`config.mk`:
```
export PLATFORM = sky130hd
export DESIGN_NAME = chunked_serial_adder
export DESIGN_NICKNAME = d
export VERILOG_FILES = /design/src/rtl/chunked_serial_adder.sv
export SDC_FILE = /design/constraint.sdc
export NUM_CORES = 1
export LEC_CHECK = 0
export BUFFER_PORTS_ARGS = -buffer_cell sky130_fd_sc_hd__buf_2
export CAP_MARGIN = 0
export CORE_MARGIN = 2
export CORE_UTILIZATION = 45
export CTS_BUF_LIST = sky130_fd_sc_hd__clkbuf_8
export DETAILED_ROUTE_END_ITERATION = 16
export HOLD_SLACK_MARGIN = 0.12
export PLACE_DENSITY = 0.74
export SYNTH_ARGS = -nofsm -noshare
export SYNTH_HDL_FRONTEND = slang
export SYNTH_SLANG_ARGS = --single-unit
```
`constraint.sdc`:
```
create_clock -name clk -period 3.5 [get_ports clk]
set_input_delay 0.35 -clock clk [delete_from_list [all_inputs] [get_ports clk]]
set_output_delay 0.35 -clock clk [all_outputs]
set_load 0.02 [all_outputs]
```
`src/rtl/chunked_serial_adder.sv`:
```
// Multi-cycle WIDTH-bit adder/subtractor that adds CHUNK bits per clock through a
// registered ripple carry, with valid/ready handshakes on operand and result sides.
module chunked_serial_adder #(
   parameter int WIDTH = 8,
   parameter int CHUNK = 2
) (
   input  logic             clk,
   input  logic             rst_n,
   input  logic             in_valid,
   output logic             in_ready,
   input  logic [WIDTH-1:0] in_a,
   input  logic [WIDTH-1:0] in_b,
   input  logic             in_cin,
   input  logic             in_sub,
   output logic             out_valid,
   input  logic             out_ready,
   output logic [WIDTH-1:0] out_sum,
   output logic             out_cout,
   output logic             out_ovf,
   output logic             busy
);

   localparam int NCHUNK = WIDTH / CHUNK;
   localparam int IDX_W  = (NCHUNK > 1) ? $clog2(NCHUNK) : 1;
   localparam int MSB    = WIDTH - 1;

   if (WIDTH % CHUNK != 0) begin : g_bad_chunk
      $error("chunked_serial_adder: WIDTH must be a multiple of CHUNK");
   end

   // Handshake: a transfer happens on a rising edge where valid and ready are both
   // high; valid is never withdrawn by the block, and results hold until taken.
   typedef enum logic [1:0] {IDLE, ADD, DONE} state_t;

   state_t           state_q, state_d;
   logic [WIDTH-1:0] a_q, b_q;
   logic             carry_q;
   logic [IDX_W-1:0] idx_q;

   int               lsb;
   logic [CHUNK-1:0] a_ch, b_ch, s_ch;
   logic             c_nxt;
   logic             last;

   always_comb begin
      lsb           = int'(idx_q) * CHUNK;
      a_ch          = a_q[lsb +: CHUNK];
      b_ch          = b_q[lsb +: CHUNK];
      {c_nxt, s_ch} = {1'b0, a_ch} + {1'b0, b_ch} + {{CHUNK{1'b0}}, carry_q};
      last          = (idx_q == IDX_W'(NCHUNK - 1));
   end

   always_ff @(posedge clk or negedge rst_n) begin
      if (!rst_n) state_q <= IDLE;
      else        state_q <= state_d;
   end

   always_comb begin
      state_d   = state_q;
      in_ready  = 1'b0;
      out_valid = 1'b0;
      busy      = 1'b1;
      case (state_q)
         IDLE: begin
            in_ready = 1'b1;
            busy     = 1'b0;
            if (in_valid) state_d = ADD;
         end
         ADD: begin
            if (last) state_d = DONE;
         end
         DONE: begin
            out_valid = 1'b1;
            if (out_ready) state_d = IDLE;
         end
         default: state_d = IDLE;
      endcase
   end

   always_ff @(posedge clk or negedge rst_n) begin
      if (!rst_n) begin
         a_q      <= '0;
         b_q      <= '0;
         carry_q  <= 1'b0;
         idx_q    <= '0;
         out_sum  <= '0;
         out_cout <= 1'b0;
         out_ovf  <= 1'b0;
      end else begin
         case (state_q)
            IDLE: begin
               if (in_valid) begin
                  // Subtraction is A + ~B + 1; the carry-in is replaced by the +1.
                  a_q     <= in_a;
                  b_q     <= in_sub ? ~in_b : in_b;
                  carry_q <= in_sub | in_cin;
                  idx_q   <= '0;
               end
            end
            ADD: begin
               out_sum[lsb +: CHUNK] <= s_ch;
               carry_q               <= c_nxt;
               idx_q                 <= idx_q + IDX_W'(1);
               if (last) begin
                  out_cout <= c_nxt;
                  out_ovf  <= (a_q[MSB] == b_q[MSB]) && (s_ch[CHUNK-1] != a_q[MSB]);
               end
            end
            default: ;
         endcase
      end
   end

endmodule

```
==> results.ini <==
[grt]
grt_pass1_vias=1213
grt_pass1_wl_um=5175
grt_use_total=0.1713
grt.overflow.total=0
antenna_found_initial=0
grt_start_max_net_pins=32

[logic_synthesis]
postSynthCellCount=149
synth_ff_type=dfrtp_1
async_flop_share=1.000
yosys_warnings=0
syn_nets=179
synth_cell_type_count=25
syn_avg_cell_area_sq_um=10.67
ys_ff_latch=31
synthesis.area_sq_um=1590
synth-edff-count=0
yosysSeqAreaShare=0.4878

[routing]
routedWlPerCell_um=12.55
drt_iter0_markers=52
routed_via_density=4.922
first_pass_iters=4
num_vias=1142
remaining_drc_errors=0
drtAntennaViolNets=0
wl_um=2912

[timing]
tightest_slew_ps=851.0
finalHoldViolations=0
timing.slew.headroom=0.4326
slew_viol_final=0
fin_crit_sh=0.7830
hold_ws_ps=247.9
setup_viol=0
rsz0062_at_grt=no
fin_crit_ps=2741
skew_ps=5.744
max_freq_mhz=364.9
setup_tns_ps=0

[cells_and_area]
n_fill_cell=318
areaGrowthSynthToFinish_pct=18.96
drive_gt1_frac=0.2957
n_antenna_cell=0
nets=215
final_cell_mix=nand2_1 (45), buf_2 (34), dfrtp_1 (31), xnor2_1 (8), nand2b_1 (7)
ff_latch_area_sq_um=775.7
multiInputGateArea_sq_um=745.7
fin_util=0.5625
final_common_cell=nand2_1

[clock_tree]
cts-htree-levels=2
clock_latency_ps=290
clk_path_buf_depth=2
root_buffer=clkbuf_8
cts.repair.resized=0
clk_pin_slew_worst_paths_ps=70
post_cts_buffers=0
numCtsBuffers=5
cts_tree=done
hold_buffers=1
cts.sinks=31

[power_and_ir_drop]
clkPwrFrac=0.197
seqPwrFrac=0.357
p_sw_uw=742.7
p_comb_frac=0.447
ir_worst_vdd_mv=0.3213
switching_share=0.4000
p_total_mw=1.857
internal_power_mw=1.114
power_density_nw_per_um2=981.4
p_leak_nw=0.9449

[critical_path]
critical_path.max_fanout=14
required_ps=3680
arrival_ps=2920
worst-setup-path-type=register to register
critPathCaptureType=register
ff2ff_setup_slack_ps=760
startpoint_type=register

[floorplanning]
initial_core_util=0.4728
die_y_um=63.45
core-area_sq_um=3363
chipWidth_um=63.45
io-pin-count=35
dieArea_sq_um=4025
rows=21

[placement]
portBuffers=34
place_congestion=0.7934
hpwl_um=2219

[min_path]
min_path_type=input pin to register

[status]
outcome=finished, final reports clean

[flow_run]
maxCapViolations=0

metal layers:
metal	part of all wire	track usage	vias up
li1	-	-	570
met1	0.42	0.1920	535
met2	0.51	0.2868	28
met3	0.041	0.04286	9
met4	0.030	0.1141	0
met5	0	0	-
power by group through the flow:
| stage | sequential [mW] | combinational [mW] | clock, mW |
|---|---|---|---|
| after floorplan | 0.653 | 0.677 | 0 |
| final | 0.662 | 0.830 | 0.365 |
| after global placement | 0.663 | 0.819 | 0 |
| after CTS | 0.665 | 0.848 | 0.372 |
| after global routing | 0.687 | 0.952 | 0.394 |
| after detailed placement | 0.670 | 0.847 | 0 |
critical path, cell delays in order (launching register included):
cell     delay (ps)
dfrtp_1         680
mux4_2          590
fa_1            410
fa_1            560
nand2_1          90
o41ai_1         300
cells in the mapped netlist, types with 4 or more instances:
master | instances | area (sq um)
nand2_1 | 45 | 168.9
dfrtp_1 | 31 | 775.7
xnor2_1 | 8 | 70.07
o31ai_1 | 5 | 37.54
nand2b_1 | 7 | 43.79
mux4_2 | 4 | 90.09
o21ai_1 | 5 | 25.02
o21ai_0 | 4 | 20.02
buf_6 | 4 | 45.04
mux2_2 | 4 | 45.04
inv_1 | 4 | 15.01
ha_1 | 6 | 75.07
per-stage QoR:
stage	worst slack (ps)	cell area (sq um)	cells
final	759.4	1892	232
after global routing	555.7	1892	232
after CTS	733.9	1892	232
after detailed placement	745.9	1764	223
after global placement	817.1	1764	223
after floorplan	940.2	1590	149
sequential cells by signal, summed over array words and instances, names as in the netlist:
signal,cells
a_q,8
b_q,8
carry_q,1
idx_q,2
out_cout,1
out_ovf,1
out_sum,8
state_q,2
final timing paths:
| check | from | end | cells after the start |
|---|---|---|---|
| max | idx_q[0]$_DFFE_PN0P_ | out_sum[5]$_DFFE_PN0P_ | 5 |
| min | in_a[0] | a_q[0]$_DFFE_PN0P_ | 3 |
| max reg2reg | idx_q[0]$_DFFE_PN0P_ | out_sum[5]$_DFFE_PN0P_ | 5 |
| min reg2reg | out_sum[7]$_DFFE_PN0P_ | out_sum[7]$_DFFE_PN0P_ | 2 |
| max in group asynchronous | rst_n | state_q[0]$_DFFE_PN0P_ | 2 |
| min in group asynchronous | rst_n | out_sum[7]$_DFFE_PN0P_ | 2 |
logic make-up (layout without fill, tap and decap cells):
family / Yosys count / after routing / share of synthesized area
xor gates and xnor gates: 8 / 8 / 0.04406
and+or+nand+nor: 64 / 64 / 0.1841
adders and majority gates: 8 / 8 / 0.07238
DFF: 31 / 31 / 0.4878
AOI/OAI and AO/OA: 20 / 20 / 0.08341
muxes: 8 / 8 / 0.08497
buffers and inverters: 10 / 47 / 0.04326
layout make-up:
type | instances | area share
Sequential cell | 31 | 0.4101
Tap cell | 46 | 0.03042
Clock buffer | 6 | 0.04365
Timing Repair Buffer | 35 | 0.09524
Clock inverter | 2 | 0.01852
Inverter | 4 | 0.007937
Multi-Input combinational cell | 108 | 0.3942
(Power assumes the default switching activity.)
